## src/rtl/boot_io_sequencer.sv

```systemverilog
// Boot/run sequencer: init handshake, length-prefixed program load into instruction
// memory, core release, then a byte serialiser for core output and a one-word input buffer.
module boot_io_sequencer #(
   parameter int          DW       = 32,
   parameter int          AW       = 16,
   parameter logic [7:0]  ACK_INIT = 8'h99,
   parameter logic [7:0]  ACK_LOAD = 8'hAA,
   parameter int          TIMEOUT  = 0,
   parameter int          NBW      = $clog2(DW/8) + 1
) (
   input  logic           clk,
   input  logic           rstn,
   input  logic           init_req,
   input  logic [DW-1:0]  rx_word,
   input  logic           rx_valid,
   output logic [7:0]     tx_data,
   output logic           tx_valid,
   input  logic           tx_ready,
   output logic           imem_we,
   output logic [AW-1:0]  imem_addr,
   output logic [DW-1:0]  imem_wdata,
   output logic           core_start,
   input  logic           out_req,
   input  logic [DW-1:0]  out_data,
   input  logic [NBW-1:0] out_nbytes,
   output logic           out_busy,
   output logic           in_valid,
   output logic [DW-1:0]  in_data,
   input  logic           in_ack,
   output logic [15:0]    in_count,
   output logic [2:0]     state_o,
   output logic           err,
   output logic           ovf
);

   typedef enum logic [2:0] {
      S_WAIT_INIT = 3'd0,
      S_ACK1      = 3'd1,
      S_GET_SIZE  = 3'd2,
      S_LOAD      = 3'd3,
      S_ACK2      = 3'd4,
      S_RUN       = 3'd5,
      S_ERROR     = 3'd6
   } state_t;

   localparam int              NBYTES    = DW / 8;
   localparam int              TW        = (TIMEOUT > 0) ? $clog2(TIMEOUT + 1) : 1;
   localparam logic [TW-1:0]   IDLE_LAST = TW'((TIMEOUT > 0) ? TIMEOUT - 1 : 0);
   // Largest legal program is a full memory of 2**AW words.
   localparam logic [DW:0]     MAX_SIZE  = {{DW{1'b0}}, 1'b1} << AW;

   state_t           state, state_n;
   logic [DW-1:0]    size_q;
   logic [DW-1:0]    cnt;
   logic [TW-1:0]    idle;
   logic             timeout_hit;
   logic             last_word;
   logic             oversize;
   logic [DW-1:0]    shift;
   logic [NBW-1:0]   rem;
   logic             busy;
   logic [NBW-1:0]   n_clamped;

   assign timeout_hit = (TIMEOUT > 0) && !rx_valid && (idle == IDLE_LAST);
   assign last_word   = (cnt + DW'(1)) == size_q;
   assign oversize    = {1'b0, rx_word} > MAX_SIZE;
   assign out_busy    = busy;
   assign state_o     = state;

   always_comb begin
      n_clamped = out_nbytes;
      if (out_nbytes == '0)
         n_clamped = NBW'(1);
      else if (out_nbytes > NBW'(NBYTES))
         n_clamped = NBW'(NBYTES);
   end

   always_comb begin
      // NOTE: every output of this block gets a default first so no path can infer a latch.
      state_n  = state;
      tx_valid = 1'b0;
      tx_data  = '0;
      case (state)
         S_WAIT_INIT: if (init_req) state_n = S_ACK1;
         S_ACK1: begin
            tx_valid = 1'b1;
            tx_data  = ACK_INIT;
            if (tx_ready) state_n = S_GET_SIZE;
         end
         S_GET_SIZE: begin
            if (rx_valid) begin
               if (rx_word == '0)  state_n = S_ACK2;
               else if (oversize)  state_n = S_ERROR;
               else                state_n = S_LOAD;
            end else if (timeout_hit) begin
               state_n = S_ERROR;
            end
         end
         S_LOAD: begin
            if (rx_valid) begin
               if (last_word) state_n = S_ACK2;
            end else if (timeout_hit) begin
               state_n = S_ERROR;
            end
         end
         S_ACK2: begin
            tx_valid = 1'b1;
            tx_data  = ACK_LOAD;
            if (tx_ready) state_n = S_RUN;
         end
         S_RUN: begin
            tx_valid = busy;
            tx_data  = busy ? shift[7:0] : 8'h00;
         end
         S_ERROR: state_n = S_ERROR;
         default: state_n = S_WAIT_INIT;
      endcase
   end

   // NOTE: sequential state uses non-blocking assignments so every register samples pre-edge values.
   always_ff @(posedge clk or negedge rstn) begin
      if (!rstn) state <= S_WAIT_INIT;
      else       state <= state_n;
   end

   always_ff @(posedge clk or negedge rstn) begin
      if (!rstn) begin
         imem_we    <= 1'b0;
         imem_addr  <= '0;
         imem_wdata <= '0;
         core_start <= 1'b0;
         size_q     <= '0;
         cnt        <= '0;
         idle       <= '0;
         shift      <= '0;
         rem        <= '0;
         busy       <= 1'b0;
         in_valid   <= 1'b0;
         in_data    <= '0;
         in_count   <= '0;
         err        <= 1'b0;
         ovf        <= 1'b0;
      end else begin
         imem_we <= 1'b0;
         if (state == S_ACK2 && tx_ready) core_start <= 1'b1;
         if (state_n == S_ERROR)          err        <= 1'b1;

         // Idle gap between received words, only meaningful while loading.
         if ((state == S_GET_SIZE || state == S_LOAD) && !rx_valid)
            idle <= idle + TW'(1);
         else
            idle <= '0;

         case (state)
            S_GET_SIZE: begin
               if (rx_valid) begin
                  size_q <= rx_word;
                  cnt    <= '0;
               end
            end
            S_LOAD: begin
               if (rx_valid) begin
                  imem_we    <= 1'b1;
                  imem_addr  <= cnt[AW-1:0];
                  imem_wdata <= rx_word;
                  cnt        <= cnt + DW'(1);
               end
            end
            S_RUN: begin
               // Output serialiser: LSB byte first, one byte per tx handshake.
               if (busy) begin
                  if (tx_ready) begin
                     shift <= shift >> 8;
                     rem   <= rem - NBW'(1);
                     if (rem == NBW'(1)) busy <= 1'b0;
                  end
                  if (out_req) ovf <= 1'b1;
               end else if (out_req) begin
                  shift <= out_data;
                  rem   <= n_clamped;
                  busy  <= 1'b1;
               end

               // One-entry input buffer; a simultaneous ack frees the slot for the new word.
               if (rx_valid && (!in_valid || in_ack)) begin
                  in_data  <= rx_word;
                  in_valid <= 1'b1;
               end else if (in_ack && in_valid) begin
                  in_valid <= 1'b0;
               end
               if (rx_valid && in_valid && !in_ack) ovf      <= 1'b1;
               if (in_ack && in_valid)              in_count <= in_count + 16'd1;
            end
            default: ;
         endcase
      end
   end

endmodule

```

## config.mk

```make
export PLATFORM = sky130hd
export DESIGN_NAME = boot_io_sequencer
export DESIGN_NICKNAME = d
export VERILOG_FILES = /design/src/rtl/boot_io_sequencer.sv
export SDC_FILE = /design/constraint.sdc
export NUM_CORES = 1
export LEC_CHECK = 0
export ABC_AREA = 0
export CORE_ASPECT_RATIO = 1.5
export CORE_MARGIN = 1
export CORE_UTILIZATION = 52
export CTS_CLUSTER_DIAMETER = 50
export CTS_CLUSTER_SIZE = 30
export DETAILED_ROUTE_END_ITERATION = 12
export PLACE_DENSITY = 0.88
export REMOVE_ABC_BUFFERS = 1
export SLEW_MARGIN = 20
export SYNTH_ARGS = -nofsm -noshare
export SYNTH_HDL_FRONTEND = slang
export SYNTH_SLANG_ARGS = --single-unit
```

## constraint.sdc

```tcl
create_clock -name clk -period 3.5 [get_ports clk]
set_clock_uncertainty 0.2 [all_clocks]
set_input_delay 0.525 -clock clk [delete_from_list [all_inputs] [get_ports clk]]
set_output_delay 0.525 -clock clk [all_outputs]
set_load 0.01 [all_outputs]
```

==> Word level (Yosys, flattened, before mapping) <==
Index checks and enable logic that the tools add are counted.
{ "op_classes": {"n_addsub": 3, "mux": 34, "n_eq_ne": 12, "reduce_logical": 25, "magnitude_cmp": 2} }
{ "ops": {"columns": ["operator", "n"], "rows": [
  ["32-bit two-way mux", 5],
  ["32-bit one-hot mux with 2 select lines", 1],
  ["3-bit two-way mux", 13],
  ["32-bit by 1-bit adder with 32-bit output (second input constant)", 1],
  ["32-bit equality test", 1],
  ["32-bit by 17-bit > comparator with 1-bit output (second input constant)", 1],
  ["32-bit zero test", 1],
  ["8-bit one-hot mux with 3 select lines", 1],
  ["3-bit one-hot mux with 7 select lines", 1],
  ["16-bit by 1-bit adder with 16-bit output (second input constant)", 1],
  ["3-bit equality test (second input constant)", 4],
  ["1-bit two-way mux", 11],
  ["2-bit AND reduction", 5],
  ["2-bit nonzero test", 5],
  ["3-bit AND reduction", 3],
  ["8-bit two-way mux", 1],
  ["3-bit by 1-bit equality test with 1-bit output (second input constant)", 2],
  ["3-bit by 2-bit equality test with 1-bit output (second input constant)", 2],
  ["3-bit zero test", 2],
  ["2-bit inequality test (second input constant)", 3],
  ["1-bit logical AND", 5],
  ["3-bit > comparator (second input constant)", 1],
  ["3-bit by 1-bit subtractor with 3-bit output (second input constant)", 1],
  ["1-bit zero test", 2],
  ["3 further kinds", 3]
]} }
{ "totals": {"ff_bits": 204, "inputBits": 74, "out_inout_bits": 114} }

==> Depth between registers and ports, before layout <==
{ "depth": {"ltp_word": 6, "mapped_depth": 9} }

==> Least setup slack after synthesis <==
No wires, ideal clock.
{ "synth_timing": {"kind": "register to register", "start": "reg cnt[0]", "end": "reg state[1], in the netlist state_o[1]", "arrival_ns": 2.458, "path_stages_with_launch": 9, "path_buffers": 0, "setup_ns": 0.127, "path_slack_ns": 0.715, "path_cell_list": "dfrtp_1 ha_1 nand3_2 nor4_2 nand4_1 xnor2_1 or4_4 nor4_2 o21ai_1"} }
{ "synth_via": {"elab_chain_len": 5} }
{ "synth_lines": {"columns": ["item", "line_no", "source"], "rows": [
  ["start: declaration", "54", "logic [DW-1:0] cnt;"],
  ["start signal: assignment", "166", "cnt <= cnt + DW'(1);"],
  ["32-bit by 1-bit adder with 32-bit output", "65", "assign last_word = (cnt + DW'(1)) == size_q;"],
  ["32-bit equality test", "65", null],
  ["3-bit two-way mux", "101", "if (last_word) state_n = S_ACK2;"],
  ["3-bit two-way mux", "100", "if (rx_valid) begin"],
  ["3-bit one-hot mux with 7 select lines", "83", "case (state)"],
  ["via state_n[1]", "52", "state_t state, state_n;"],
  ["end signal: assignment", "123", "else state <= state_n;"],
  ["end: declaration", "52", null]
]} }
The timed path passes the listed nets, and every way through them passes these cells.
A chain may end at the register's enable or synchronous reset.

==> Worst setup path after layout <==
{ "layout_timing": {"start": "reg state[0], in the netlist state_o[0]", "end": "out tx_data[7]"} }
{ "layout_via": {"elab_chain_len": 2, "elab_cells_between_ends": 4, "classes_between": "eq/ne (3); mux (1)"} }
{ "layout_lines": {"columns": ["item", "line_no", "source"], "rows": [
  ["3-bit equality test or 3-bit by 1-bit equality test with 1-bit output (tied branches)", "83", null],
  ["8-bit one-hot mux with 3 select lines *", "83", null],
  ["end: declaration", "16", "output logic [7:0] tx_data,"]
]} }
Mark *: on every way between the ends. The rest lies on a longest branch, timed or not.

==> results.md <==
- EDFF count, synth: 0
- Post-Synthesis Cells: 1026
- P_sw: approximately 1.3 mW
- H-Tree Depth: 1
- Critical Path Source Type: register
- Grt total ovfl: 0
- Register area share after synthesis: 0.525
- Clk sinks: 204
- Final worst path period share: 0.914
- Seq cells post-synth: 204
- Crit path launch: state_o[0]
- Largest area contributor in the netlist: dfrtp_1
- DR vias: between 8000 and 9000
- Ports: roughly 190
- Routed WL: between 20000 and 30000 um
- Top-count cell post-synth: nand2_1
- Final Hold Fails: 0
- First-pass GRT wire length: 41400 um
- Core area: approximately 18000 um2
- Layout cell share with drive strength beyond 1: 0.0860
- Area growth, synth to finish: 28.0%
- Top cells by area, synth: dfrtp_1 53%, nand2_1 12%, mux2_2 4.3%, o21ai_0 3.6%, xnor2_1 3.5%
- Slew Limit Fails: 0
- Synth async-reset ratio: 1.00
- Critical path class: register to output port
- Power Internal: 3.72 mW
- Status: completed
- Post-layout min period: 3.20 ns
- RR Startpoint: cnt[0]
- Worst-case reg-to-reg path depth: 8
- Worst-Skew Late Latency: just under 0.5 ns
- Clock buffer depth: 3
- CP max FO: 16
- Comb pwr share: 0.107
- Final nets: 1266
- FILL cells: 1355
- Top post-synthesis cells by count: 308 x nand2_1, 204 x dfrtp_1, 69 x o21ai_0, 43 x clkbuf_1, 39 x xnor2_1
- RSZ-0062 raised after global routing: false
- Post-detail-place hpwl: 18000 um
- Setup_tns: 0 ns
- Synth warn: 0
- Power density cells: 404 nW/um2
- Library cells used by synthesis: 57
- Mapped Area: 9720 um2
- Clock-pin slew on the worst setup and hold paths: ~0.08 ns
- Hold_ws: 0.266 ns
- Max_cap viols: 0
- WL/cell: ~18 um
- Drc violations: 0
- Slew headroom: 0.314
- Fmax: approximately 0.31 GHz
- Post-route ant nets: 0
- Overall Global Routing Usage: 0.271
- Number of global-route vias before repair: 8100
- Port bufs: about 190
- Starting Density: 0.537
- Final setup violation count: 0
- Post-cts sizing count: 0
- Flop pwr share: 0.498
- Pin count of the biggest net entering global routing: 85
- Chip Height: 169 um
- Static leakage: 5.75 nW
- Syn Area/Cell: between 9 and 10 um2
- Critical Path RT: 2.77 ns
- Hold Path Class: register to register
- CTS Buf Count: 16
- Clock Power Share: 0.395
- Worst EP arrival: approximately 2.5 ns
- Clock Tree Root: clkbuf_16
- Antenna fix cells: 0
- CTS tree: yes
- Hold depth: 1
- Vias per cell: about 5.6
- GP Congestion: 0.942
- Critical Path Sink Type: output port
- Total power: 5.03 mW
- DRT Pass-1 Iters: 7
- Row count: 60
- Slew at the pin closest to its max-slew limit: 1.03 ns
- Initial antenna violation count: 0
- DR iter-0 viols: 601
- Sw Share: 0.260
- Ys flop type: dfrtp_1
- Worst Hold Launch: ovf
- Peak VDD IR: 412 uV
- DIE AREA: between 15000 and 20000 um2
- Die span in x: 114 um
- Post-synth top area share: 0.525
[cell type report]
cell class | instances | area [um2] | share of cell area
Tap cell | 248 | 310 | 0.0249
Multi-Input combinational cell | 750 | 4350 | 0.349
Clock buffer | 18 | 439 | 0.0353
Timing Repair Buffer | 207 | 2070 | 0.166
Clock inverter | 10 | 143 | 0.0115
Inverter | 9 | 33.8 | 0.00272
Sequential cell | 204 | 5100 | 0.410
[sequential cells by signal (all words and copies together) (netlist names)]
name        cells
state_o         3
core_start      1
size_q         32
in_count       16
in_valid        1
imem_addr      16
imem_we         1
out_busy        1
err             1
ovf             1
cnt            32
imem_wdata     32
shift          32
in_data        32
rem             3
[metal layers]
layer	global-route usage	vias to the layer above	routed length (um)
met5	0	-	0
li1	-	3809	-
met3	0.0539	76	1720
met1	0.325	3953	9730
met4	0.121	0	1010
met2	0.469	317	13100
[layout by cell type (no fill, tap or decap), types with 22 or more instances in the layout]
| cell | instances |
|---|---|
| nand2_1 | 307 |
| dfrtp_1 | 204 |
| clkdlybuf4s50_1 | 186 |
| o21ai_0 | 69 |
| xnor2_1 | 39 |
| mux2_2 | 37 |
| nor2_1 | 33 |
| nand3_1 | 27 |
| mux2i_1 | 25 |
| xor2_1 | 22 |
[repair_timing]
action / in CTS / in global routing
buffers inserted: 0 / 0
hold buffers: 1 / 0
endpoints found under the hold margin: 81 / 0
[cell families after synthesis]
group	Yosys count	share of synthesized area
compound gates	141	0.0871
xor+xnor	63	0.0596
fa+ha+maj	4	0.00515
buf+inv	72	0.0291
flops	204	0.525
mux	62	0.0686
simple gates	480	0.225
[power by group through the flow]
stage                     clock network (mW)  logic (mW)  registers [mW]
after detailed placement                   0       0.539            2.55
after floorplan                            0       0.184            2.56
after global placement                     0       0.525            2.54
final                                   1.99       0.540            2.50
after global routing                    2.09       0.589            2.52
after CTS                               2.02       0.543            2.50
[worst max-delay path, stage by stage, from the launching register on]
cell and delay (ns):
dfrtp_1 0.71, nor2_1 0.17, or2_2 0.35, a31oi_1 0.17, clkdlybuf4s50_1 0.59
[final timing paths]
path,to,slack [ns]
setup / recovery,tx_data[7],0.30
hold / removal,ovf,0.27
setup reg to reg,state_o[1],0.31
hold reg to reg,ovf,0.27
max in group asynchronous,imem_wdata[11],1.88
min in group asynchronous,imem_wdata[14],0.42
[through the flow]
stage               utilization  instance area, um2  cells  setup WS, ns
finish                    0.688               12400   1446         0.301
global route              0.688               12400   1446         0.111
CTS                       0.688               12400   1446         0.283
detailed placement        0.655               11900   1417         0.222
global placement          0.655               11900   1417         0.298
floorplan                     -                9470    963         -1.97
Note: power is estimated with default switching activity, not from simulation.
